<file path="src/rtl/data_worker_arbiter.sv">
// data_worker_arbiter
// Round-robin front end that shares one data_worker AHB burst engine among
// pNUM_REQ requesters. One 128-bit job is in flight at a time; go is held
// until the worker reports done (or the watchdog expires), then a one-cycle
// ack (plus err on failure) is returned to the granted requester.
//
// Ports
//   clk, rst            clock, synchronous active-high reset
//   I_req / I_req_write per-requester request level and direction (1 = write)
//   I_req_addr/_wdata   packed per-requester address / write payload
//   O_req_ack/_err      one-hot completion pulse and coincident error pulse
//   O_req_rdata         read payload, valid while ack is high for a read
//   O_wk_go/_write/_addr/_wdata   worker job port (I_go, I_int_*)
//   I_wk_done, I_wk_rdata, I_wk_rdata_valid   worker completion and read data
//   O_busy              high whenever the controller is not idle
//   O_grant_id          index of the current or last granted requester
module data_worker_arbiter #(
    parameter int unsigned pNUM_REQ           = 4,
    parameter int unsigned pAHB_ADDR_WIDTH    = 32,
    parameter int unsigned pPAYLOAD_SIZE_BITS = 128,
    parameter int unsigned pTIMEOUT_CYCLES    = 64
) (
    input  logic                                   clk,
    input  logic                                   rst,
    input  logic [pNUM_REQ-1:0]                    I_req,
    input  logic [pNUM_REQ-1:0]                    I_req_write,
    input  logic [pNUM_REQ*pAHB_ADDR_WIDTH-1:0]    I_req_addr,
    input  logic [pNUM_REQ*pPAYLOAD_SIZE_BITS-1:0] I_req_wdata,
    output logic [pNUM_REQ-1:0]                    O_req_ack,
    output logic [pNUM_REQ-1:0]                    O_req_err,
    output logic [pPAYLOAD_SIZE_BITS-1:0]          O_req_rdata,
    output logic                                   O_wk_go,
    output logic                                   O_wk_write,
    output logic [pAHB_ADDR_WIDTH-1:0]             O_wk_addr,
    output logic [pPAYLOAD_SIZE_BITS-1:0]          O_wk_wdata,
    input  logic                                   I_wk_done,
    input  logic [pPAYLOAD_SIZE_BITS-1:0]          I_wk_rdata,
    input  logic                                   I_wk_rdata_valid,
    output logic                                   O_busy,
    output logic [$clog2(pNUM_REQ)-1:0]            O_grant_id
);

    localparam int unsigned IDW = $clog2(pNUM_REQ);
    localparam int unsigned CW  = $clog2(pTIMEOUT_CYCLES) + 1;

    localparam logic [CW-1:0]       CNT_LAST = CW'(pTIMEOUT_CYCLES - 1);
    localparam logic [pNUM_REQ-1:0] ONE_HOT0 = pNUM_REQ'(1);
    localparam logic [IDW-1:0]      PTR_RST  = IDW'(pNUM_REQ - 1);

    localparam logic [1:0] ST_IDLE = 2'd0;
    localparam logic [1:0] ST_BUSY = 2'd1;
    localparam logic [1:0] ST_RESP = 2'd2;

    logic [1:0]                    state_q, state_d;
    logic [IDW-1:0]                ptr_q, ptr_d;
    logic [pNUM_REQ-1:0]           mask_q, mask_d;
    logic                          rdv_q, rdv_d;
    logic [CW-1:0]                 cnt_q, cnt_d;
    logic [pPAYLOAD_SIZE_BITS-1:0] buf_q, buf_d;

    logic [pNUM_REQ-1:0]           ack_d, err_d;
    logic [pPAYLOAD_SIZE_BITS-1:0] rdata_d;
    logic                          go_d, wk_write_d, busy_d;
    logic [pAHB_ADDR_WIDTH-1:0]    wk_addr_d;
    logic [pPAYLOAD_SIZE_BITS-1:0] wk_wdata_d;
    logic [IDW-1:0]                gid_d;

    logic [pNUM_REQ-1:0]           eligible_c;
    logic [IDW-1:0]                cand_c;
    logic [IDW-1:0]                grant_idx_c;
    logic                          grant_found_c;
    logic                          rd_ok_c;

    // Round-robin pick: scan from the farthest candidate down so the nearest
    // eligible index after the pointer is the one that sticks.
    always_comb begin
        eligible_c    = I_req & ~mask_q;
        cand_c        = '0;
        grant_idx_c   = '0;
        grant_found_c = 1'b0;
        for (int unsigned k = pNUM_REQ; k >= 1; k--) begin
            cand_c = IDW'((32'(ptr_q) + k) % pNUM_REQ);
            if (eligible_c[cand_c]) begin
                grant_idx_c   = cand_c;
                grant_found_c = 1'b1;
            end
        end
    end

    // Next-state and next-output logic.
    always_comb begin
        state_d    = state_q;
        ptr_d      = ptr_q;
        mask_d     = '0;
        rdv_d      = rdv_q;
        cnt_d      = cnt_q;
        buf_d      = buf_q;
        ack_d      = '0;
        err_d      = '0;
        rdata_d    = O_req_rdata;
        go_d       = O_wk_go;
        wk_write_d = O_wk_write;
        wk_addr_d  = O_wk_addr;
        wk_wdata_d = O_wk_wdata;
        gid_d      = O_grant_id;
        // Read data arriving on the done edge counts as captured.
        rd_ok_c    = rdv_q | I_wk_rdata_valid;

        case (state_q)
            ST_IDLE: begin
                if (grant_found_c) begin
                    wk_write_d = I_req_write[grant_idx_c];
                    wk_addr_d  = I_req_addr[32'(grant_idx_c)*pAHB_ADDR_WIDTH +: pAHB_ADDR_WIDTH];
                    wk_wdata_d = I_req_wdata[32'(grant_idx_c)*pPAYLOAD_SIZE_BITS +: pPAYLOAD_SIZE_BITS];
                    ptr_d      = grant_idx_c;
                    gid_d      = grant_idx_c;
                    go_d       = 1'b1;
                    cnt_d      = '0;
                    rdv_d      = 1'b0;
                    state_d    = ST_BUSY;
                end
            end
            ST_BUSY: begin
                cnt_d = cnt_q + CW'(1);
                if (I_wk_rdata_valid) begin
                    buf_d = I_wk_rdata;
                    rdv_d = 1'b1;
                end
                // Done takes priority over a coincident watchdog expiry.
                if (I_wk_done || (cnt_q == CNT_LAST)) begin
                    go_d         = 1'b0;
                    ack_d[ptr_q] = 1'b1;
                    state_d      = ST_RESP;
                    if (I_wk_done) begin
                        err_d[ptr_q] = ~O_wk_write & ~rd_ok_c;
                    end else begin
                        err_d[ptr_q] = 1'b1;
                    end
                    if (!O_wk_write) begin
                        rdata_d = I_wk_rdata_valid ? I_wk_rdata : buf_q;
                    end
                end
            end
            ST_RESP: begin
                // Block the just-served requester for one IDLE cycle so a
                // registered drop of its request is not mistaken for a new one.
                mask_d  = ONE_HOT0 << ptr_q;
                state_d = ST_IDLE;
            end
            default: begin
                go_d    = 1'b0;
                state_d = ST_IDLE;
            end
        endcase

        busy_d = (state_d != ST_IDLE);
    end

    // State and registered outputs.
    always_ff @(posedge clk) begin
        if (rst) begin
            state_q     <= ST_IDLE;
            ptr_q       <= PTR_RST;
            mask_q      <= '0;
            rdv_q       <= 1'b0;
            cnt_q       <= '0;
            buf_q       <= '0;
            O_req_ack   <= '0;
            O_req_err   <= '0;
            O_req_rdata <= '0;
            O_wk_go     <= 1'b0;
            O_wk_write  <= 1'b0;
            O_wk_addr   <= '0;
            O_wk_wdata  <= '0;
            O_busy      <= 1'b0;
            O_grant_id  <= '0;
        end else begin
            state_q     <= state_d;
            ptr_q       <= ptr_d;
            mask_q      <= mask_d;
            rdv_q       <= rdv_d;
            cnt_q       <= cnt_d;
            buf_q       <= buf_d;
            O_req_ack   <= ack_d;
            O_req_err   <= err_d;
            O_req_rdata <= rdata_d;
            O_wk_go     <= go_d;
            O_wk_write  <= wk_write_d;
            O_wk_addr   <= wk_addr_d;
            O_wk_wdata  <= wk_wdata_d;
            O_busy      <= busy_d;
            O_grant_id  <= gid_d;
        end
    end

endmodule

</file>
<file path="config.mk">
export PLATFORM = sky130hd
export DESIGN_NAME = data_worker_arbiter
export DESIGN_NICKNAME = d
export VERILOG_FILES = /design/src/rtl/data_worker_arbiter.sv
export SDC_FILE = /design/constraint.sdc
export NUM_CORES = 1
export LEC_CHECK = 0
export BUFFER_PORTS_ARGS = -buffer_cell sky130_fd_sc_hd__buf_2
export CORE_AREA = 3 3 416 418
export CTS_CLUSTER_SIZE = 14
export DETAILED_ROUTE_END_ITERATION = 8
export DIE_AREA = 0 0 419 421
export PLACE_DENSITY_LB_ADDON = 0.12
export SLEW_MARGIN = 10
export SYNTH_ARGS = -nofsm -noshare
export SYNTH_HDL_FRONTEND = slang
export SYNTH_SLANG_ARGS = --single-unit
</file>
<file path="constraint.sdc">
create_clock -name clk -period 7.8 [get_ports clk]
set_input_delay 0.78 -clock clk [delete_from_list [all_inputs] [get_ports clk]]
set_output_delay 0.78 -clock clk [all_outputs]
set_load 0.005 [all_outputs]
</file>
==> results of run 1 <==
## cell usage in the layout (no fill, tap or decap), types with 4 or more instances in the layout
master,count
buf_2,1078
a31oi_1,162
mux2i_1,129
clkbuf_16,68
and3_1,6
a211oi_1,449
a21oi_1,301
o21ai_0,4
diode_2,45
dfxtp_1,445
nand3_1,5
inv_1,163
buf_12,10
nand2b_1,5
ha_1,5
clkbuf_1,25
nand2_1,431
and2_1,4
o21bai_1,163
clkbuf_8,11
nor2_1,149
buf_4,22
## flip-flops by register name (all words and copies together) (netlist names), 2 cells and up
register / flops
ptr_q: 2
O_wk_addr: 32
mask_q: 4
state_q: 2
O_req_err: 4
O_grant_id: 2
buf_q: 128
O_req_ack: 4
O_req_rdata: 128
O_wk_wdata: 128
cnt_q: 7
## layer usage
metal | global-route usage [%] | vias up | part of all wire (%)
met5 | 0 | - | 0.29
li1 | - | 11668 | -
met4 | 5.16 | 64 | 3.8
met1 | 16.0 | 11389 | 38
met3 | 5.46 | 270 | 8.0
met2 | 25.9 | 809 | 50
## worst reg2reg max path, cell delays in order (launching register included)
cell and delay [ns]:
dfxtp_1 0.63, inv_1 0.24, ha_1 0.41, and4b_1 0.22, or2_1 0.28, o31ai_4 0.25
buf_4 0.46, nand3_4 0.71, buf_12 0.49, a21oi_1 0.60, a211oi_1 0.11
## through the flow
stage	instances	worst slack, ns	hold WS (ns)
5_1_grt	5930	2.91	0.290
2_1_floorplan	2739	4.78	0.436
3_5_place_dp	5788	3.28	0.446
3_3_place_gp	5788	3.37	0.441
4_1_cts	5904	3.27	0.257
6_report	5949	3.30	0.357
## how the worst max path moves through the flow
stage	startpoint	end	slack (ns)	depth (start not counted)
floorplan	ptr_q[0]	O_wk_addr[0]	4.78	13
global placement	ptr_q[0]	O_wk_addr[22]	3.37	10
detailed placement	ptr_q[0]	O_wk_addr[12]	3.28	10
global route	ptr_q[0]	O_wk_addr[8]	2.91	10
finish	ptr_q[0]	O_wk_addr[6]	3.30	10
CTS	ptr_q[0]	O_wk_addr[12]	3.27	10
## area by class of cell
class                   instances  area, µm²  area share [%]
flip-flops and latches        445       8910            28.2
multi-input cells            1850      11100            35.3
clock buffers                 104       1950            6.17
diodes                         45        113           0.357
inverters                     163        612            1.94
repair buffers               1112       5790            18.3
clock inverters                12        254           0.805
well taps                    2218       2780            8.80
## cell families (layout without fill, tap and decap cells)
group,count (synthesis),in the layout,share of synthesized area (%)
AO/OA/AOI/OAI,1092,1092,33.4
AND/OR/NAND/NOR,623,623,11.3
flip-flops,445,445,41.1
buffers and inverters,444,1391,7.95
multiplexers,129,129,5.95
adder cells (fa/ha/maj),5,5,0.288
XOR/XNOR,1,1,0.0404
other,0,45,0
## where the power goes
part | leakage (µW) | internal [µW] | switching (µW) | total, µW
Sequential | 0.00366 | 2560 | 160 | 2720
Clock | 0.00105 | 1840 | 1300 | 3140
Combinational | 0.00898 | 809 | 1610 | 2420
==> results.toml, run 1 <==
[clocking]
ctsResizeCount = 0
tritoncts = "done"
root_buffer = "clkbuf_16"
cts_num_sinks = 445
cts_setup_buffers = 0
cts.path.max_buffers = 3
clkTransAtPathRegs_ns = 0.06
cts_buffers = 68
cts.htree.levels = 3
clock_latency_ns = 0.65
cts_hold_buffers = 0

[yosys]
synthesis.area_um2 = 21700
synth_nets = 3524
synth_ff_type = "dfxtp_1"
yosysSeqAreaShare_pct = 41.1
ys_seq_elements = 445
ys_types = 42
synth_cells = 2739
postSynthAreaPerCell_um2 = 7.92
synth_top_area_share_pct = 41.1
yosysMostFrequentCell = "a211oi_1"
synth-edff-count = 0
synthTopCellsByArea = "dfxtp_1 41%, a211oi_1 16%, nand2_1 7.5%, a21oi_1 6.9%, mux2i_1 6.0%"
async_flop_share_pct = 0
ys_warn_count = 0
synth_top_area_cell = "dfxtp_1"
ys_top_cells_by_count = "450 x a211oi_1, 445 x dfxtp_1, 433 x nand2_1, 301 x a21oi_1, 233 x clkbuf_1"

[layout]
fin_area_um2 = 31500
drive_gt1_share_pct = 33.0
area_delta_synth_final_pct = 45.3
nFillCells = 19440
finalNetCount = 4425
fin_util_pct = 18.6

[timing]
finalMaxSlewViolations = 0
setup-tns-final_ns = 0
hold_viol_final = 0
rsz0062_at_grt = "false"
skew_ns = 0.0336
min_period_ns = 4.50
slew_headroom_pct = 24.9
setup_viol = 0
worst_slew_pin_slew_ns = 1.13
max_freq_ghz = 0.222
post-route-period-util_pct = 57.7

[global_route]
antenna_found_initial = 111
grt_max_degree = 172
grt_pass1_vias = 24347
grt_overflow_total = 0
track_usage_pct = 14.7
grt_pass1_wl_um = 189000

[die]
std_cell_rows = 151
io_pins = 1081
start_util_pct = 12.8
core_um2 = 169000
die_h_um = 421
die_area_um2 = 176000
die_x_um = 419

[drt]
dr.pass1.iters = 5
routed_via_density = 4.07
wl_per_cell_um = 22.9
wirelength_um = 136000
vias = 24200
route.detailed.drc = 0
postRouteAntennaNets = 0
drt_iter0_markers = 1081

[run_status]
status = "finished clean"

[placement]
dpl_cell_area_um2 = 29200
dpl.hpwl_um = 97300
portBuffers = 1080
place_congestion = 0.827

[critical_path]
worstSetupPathType = "reg2reg"
r2r-start = "ptr_q[0]"
startpoint_type = "register"
reg2regPathDepth = 10
crit_family = "simple AND/OR/NAND/NOR gates"
worst-path-buf-inv = 3
cp_slowest_cell = "nand3_4"
endpoint_kind = "register"
crit_chain = "inv_1 > ha_1 > and4b_1 > or2_1 > o31ai_4 > buf_4 > nand3_4 > buf_12 > a21oi_1 > a211oi_1"
worst_ep_arrival_time_ns = 5.04
crit_path_max_incr_delay_ns = 0.71
timing.rr.end = "O_wk_addr[6]"
cp.required_ns = 8.33
path_max_fanout = 93
rrSetupSlack_ns = 3.30

[worst_hold_path]
hp-class = "in2reg"
hold_depth = 3
worstHoldStart = "I_req_wdata[200]"
hold_end = "O_wk_wdata[72]"

[power]
ir_drop_v = 0.000193
power_uw = 8270
p_leak_uw = 0.0137
power_density_nw_per_um2 = 262

[job]
maxCapViolCount = 0
Note: power is estimated with default switching activity, not from simulation.
==> run 2, diff against run 1 <==
- CORE_AREA: 3 3 416 418 -> 3 3 415 417
- DIE_AREA: 0 0 419 421 -> 0 0 418 420
- clock period: 7.8 -> 3.82 ns (I/O delays scaled with it)
==> results.toml, run 2 (synthesis gave the netlist of run 1 again) <==
[clocking]
cts.path.max_buffers = 3
cts.htree.levels = 3
clock_latency_ns = 0.66
cts_buffers = 67
cts_num_sinks = 445
clkTransAtPathRegs_ns = 0.06
root_buffer = "clkbuf_16"
tritoncts = "done"

[layout]
drive_gt1_share_pct = 31.0
fin_util_pct = 21.2
instances_no_fill = 6371
top_regs = "O_req_rdata x128, O_wk_wdata x128, buf_q x128"
area_delta_synth_final_pct = 65.0
final_cell_mix = "1,078 x buf_2, 449 x a211oi_1, 445 x dfxtp_1"
finalNetCount = 4844
mostFrequentLayoutCell = "buf_2"

[timing]
hold_viol_final = 0
rsz0062_at_grt = "true"
min_period_ns = 3.63
worst_hold_slack_ns = 0.0789
setup_viol = 0
post-route-period-util_pct = 95.0
finalMaxSlewViolations = 0
slew_headroom_pct = 41.8
max_freq_ghz = 0.275
skew_ns = 0.0283
setup-tns-final_ns = 0
worst_slew_pin_slew_ns = 0.873

[critical_path]
crit_chain = "inv_1 > ha_1 > and4b_1 > or2_1 > or3_4 > nand3_4 > buf_12 > a21oi_1 > a211oi_1 > dlygate4sd3_1"
startpoint_type = "register"
path_max_fanout = 112
endpoint_kind = "register"
rrSetupSlack_ns = 0.19
reg2regPathDepth = 10
timing.rr.end = "O_wk_addr[13]"
worst-path-buf-inv = 3
crit_path_max_incr_delay_ns = 0.57
worstSetupPathType = "reg2reg"
crit_family = "simple AND/OR/NAND/NOR gates"
cp_slowest_cell = "dlygate4sd3_1"
worst_ep_arrival_time_ns = 4.20
cp.required_ns = 4.38
r2r-start = "ptr_q[1]"

[job]
maxCapViolCount = 0

[drt]
met1Wirelength_um = 55500
met3RoutedLength_um = 8730
wl_met2_um = 70400
drt_iter0_markers = 1345
postRouteAntennaNets = 0
dr.pass1.iters = 5
vias = 25972
route.detailed.drc = 0
routed_via_density = 4.08
wl_per_cell_um = 22.1
wirelength_um = 141000
top_layer = "met5"

[global_route]
grt_pass1_wl_um = 196000
grt_pass1_vias = 26678
track_usage_pct = 15.2
grt_max_degree = 113
grt_overflow_total = 0
antenna_found_initial = 67

[run_status]
status = "finished clean"

[die]
core_um2 = 169000
io_pins = 1081
die_area_um2 = 176000
die_x_um = 418
std_cell_rows = 151
die_h_um = 420
start_util_pct = 12.8

[worst_hold_path]
hp-class = "in2reg"
hold_depth = 3
hold_end = "O_wk_wdata[87]"
worstHoldStart = "I_req_wdata[87]"

[power]
p_leak_uw = 0.0157
ir_drop_v = 0.000346
power_density_nw_per_um2 = 492

[placement]
dpl.hpwl_um = 104000
place_congestion = 0.852
dp_cells = 5836
portBuffers = 1080
-- run 2: cell types whose count changed in the layout (fill, tap and decap cells not counted), moves of 3 or more --
cell           change
dlygate4sd3_1    +369
diode_2            -3
clkinv_2           +9
buf_4             +33
clkbuf_1           -3
buf_12            +17
-- run 2: timing repair --
item | CTS | global route
gates resized for setup | 0 | 1
hold buffers | 369 | 0
setup endpoints to repair | 0 | 45
setup buffers | 0 | 3
hold endpoints to repair | 288 | 0
-- run 2: layer usage --
layer | up-vias | GRT usage, %
met2 | 833 | 26.8
met1 | 12340 | 17.1
met3 | 240 | 4.29
li1 | 12529 | -
met4 | 30 | 6.54
met5 | - | 0
-- run 2: worst max path at each step --
| stage | from | to | slack (ns) | cells past startpoint |
|---|---|---|---|---|
| after global routing | ptr_q[1] | O_wk_wdata[96] | -0.01 | 10 |
| after global placement | ptr_q[1] | O_wk_addr[7] | 0.64 | 10 |
| after floorplan | ptr_q[0] | O_wk_addr[0] | 0.80 | 13 |
| after CTS | ptr_q[1] | O_wk_addr[8] | 0.05 | 11 |
| final | ptr_q[1] | O_wk_addr[13] | 0.19 | 10 |
| after detailed placement | ptr_q[1] | O_wk_addr[8] | 0.60 | 10 |
-- run 2: worst min-delay path, delay by kind of cell --
family | cells | cell delay [ns]
buffers and inverters | 1 | 0.10
AOI/OAI and AO/OA | 2 | 0.21
-- run 2: final cells by class --
cell class,count,area (µm²)
fill,19294,133000
multi-input combinational,1850,11100
clock buffer,102,1950
tap,2218,2780
timing repair buffer,1532,10100
clock inverter,19,229
antenna,42,105
sequential,445,8910
inverter,163,612
-- run 2: through the flow --
step | power [µW] | setup slack (ns) | cell area, µm²
2_1_floorplan | 8200 | 0.799 | 21700
3_3_place_gp | 11000 | 0.644 | 29800
3_5_place_dp | 11000 | 0.597 | 29800
4_1_cts | 18000 | 0.0454 | 35700
5_1_grt | 18600 | -0.00955 | 35700
6_report | 17600 | 0.189 | 35800
-- run 2: where the power goes --
group / internal (µW) / total, µW / leakage, µW / switching, µW
clock: 3690 / 6280 / 0.00106 / 2590
combinational: 2270 / 5770 / 0.0110 / 3500
sequential: 5230 / 5570 / 0.00366 / 347
total: 11200 / 17600 / 0.0157 / 6440
==> run 3, diff against run 2 <==
- BUFFER_PORTS_ARGS: -buffer_cell sky130_fd_sc_hd__buf_2 -> -buffer_cell sky130_fd_sc_hd__buf_4
- clock period: 3.82 -> 3.2 ns (I/O delays scaled with it)
==> results.toml, run 3 (synthesis gave the netlist of run 1 again) <==
[drt]
vias = 26718
postRouteAntennaNets = 0
drt_iter0_markers = 1222
routed_via_density = 4.05
dr.pass1.iters = 4
route.detailed.drc = 0
wl_per_cell_um = 21.9
wirelength_um = 144000

[timing]
setup_viol = 0
slew_headroom_pct = 48.3
setup-tns-final_ns = 0
finalMaxSlewViolations = 0
worst_slew_pin_slew_ns = 0.776
skew_ns = 0.0335
hold_viol_final = 0
post-route-period-util_pct = 93.0
max_freq_ghz = 0.336
fin_ws_ns = 0.224
rsz0062_at_grt = "false"
min_period_ns = 2.98

[global_route]
antenna_found_initial = 30
track_usage_pct = 15.6
grt_overflow_total = 0
grt_max_degree = 91
grt_pass1_vias = 27920
grt_pass1_wl_um = 202000

[power]
p_leak_uw = 0.0175
power_density_nw_per_um2 = 537
ir_drop_v = 0.000288

[run_status]
status = "finished clean"

[placement]
dpl.hpwl_um = 108000
dpl_worst_slack_ns = 0.178
portBuffers = 1080
place_congestion = 0.862

[job]
maxCapViolCount = 0

[clocking]
clkTransAtPathRegs_ns = 0.06
cts_buffers = 66
cts_num_sinks = 445
clock_latency_ns = 0.66
cts.path.max_buffers = 3
cts_setup_buffers = 0
tritoncts = "done"
cts.htree.levels = 3
root_buffer = "clkbuf_16"

[layout]
drive_gt1_share_pct = 30.2
top_regs = "O_req_rdata x128, O_wk_wdata x128, buf_q x128"
mostFrequentLayoutCell = "buf_4"
area_delta_synth_final_pct = 89.4
seqCellArea_um2 = 8910
nFillCells = 18753
multiInputGateArea_um2 = 11100
finalNetCount = 5099
final_cell_mix = "1,160 x buf_4, 587 x dlygate4sd3_1, 449 x a211oi_1"

[die]
std_cell_rows = 151
die_x_um = 418
die_h_um = 420
core_um2 = 169000
die_area_um2 = 176000
start_util_pct = 12.8
io_pins = 1081

[worst_hold_path]
hp-class = "in2reg"

[critical_path]
path_max_fanout = 32
startpoint_type = "register"
worst_ep_arrival_time_ns = 3.51
cp.required_ns = 3.73
endpoint_kind = "register"
worstSetupPathType = "reg2reg"
==> run 3: per-stage QoR <==
stage / hold WS, ns / cell area (µm²) / total power, µW / util, % / std cells
2_1_floorplan: 0.436 / 21700 / 9790 / - / 2739
3_3_place_gp: 0.441 / 32900 / 14100 / 19.5 / 5877
3_5_place_dp: 0.446 / 32900 / 14100 / 19.5 / 5877
4_1_cts: 0.00256 / 41000 / 22600 / 24.3 / 6575
5_1_grt: 0.0382 / 41100 / 23300 / 24.3 / 6599
6_report: 0.0736 / 41100 / 22100 / 24.3 / 6600
==> run 3: critical path: stages, from the launching register on <==
cell	delay, ns
dfxtp_1	0.33
inv_1	0.06
ha_1	0.35
and4b_1	0.22
or2_1	0.23
buf_4	0.16
o31ai_4	0.34
buf_12	0.26
buf_12	0.25
a31oi_1	0.12
a211oi_1	0.27
buf_4	0.17
a211oi_1	0.04
==> run 3: worst paths after layout <==
kind | slack (ns) | cells past startpoint | end | start
max | 0.22 | 12 | O_wk_wdata[120] | ptr_q[0]
min reg2reg | 0.45 | 2 | buf_q[125] | buf_q[125]
max reg2reg | 0.22 | 12 | O_wk_wdata[120] | ptr_q[0]
min | 0.07 | 3 | O_wk_wdata[82] | I_req_wdata[466]
==> run 3: what timing repair did <==
item | CTS | global route
resized for setup | 0 | 1
endpoints found under the setup margin | 0 | 3
hold buffers | 587 | 0
hold endpoints to repair | 416 | 0
==> run 3: layer usage <==
layer	vias up	GRT usage, %	wire length (µm)
li1	13007	-	-
met1	12707	18.0	58600
met2	829	27.9	73000
met3	171	3.15	7290
met4	4	6.45	5540
met5	-	0	27
==> run 3: final cells by class <==
| cell class | count | area share (%) |
|---|---|---|
| Clock inverter | 16 | 0.612 |
| Clock buffer | 95 | 4.77 |
| Timing Repair Buffer | 1788 | 37.4 |
| Sequential cell | 445 | 21.7 |
| Antenna cell | 25 | 0.152 |
| Tap cell | 2218 | 6.75 |
| Multi-Input combinational cell | 1850 | 27.1 |
| Inverter | 163 | 1.49 |
==> run 3: where the power goes <==
group | leakage (µW) | internal [µW] | switching, µW | total, µW
logic | 0.0127 | 3480 | 4300 | 7790
registers | 0.00366 | 6240 | 452 | 6690
clock network | 0.00108 | 4520 | 3070 | 7580
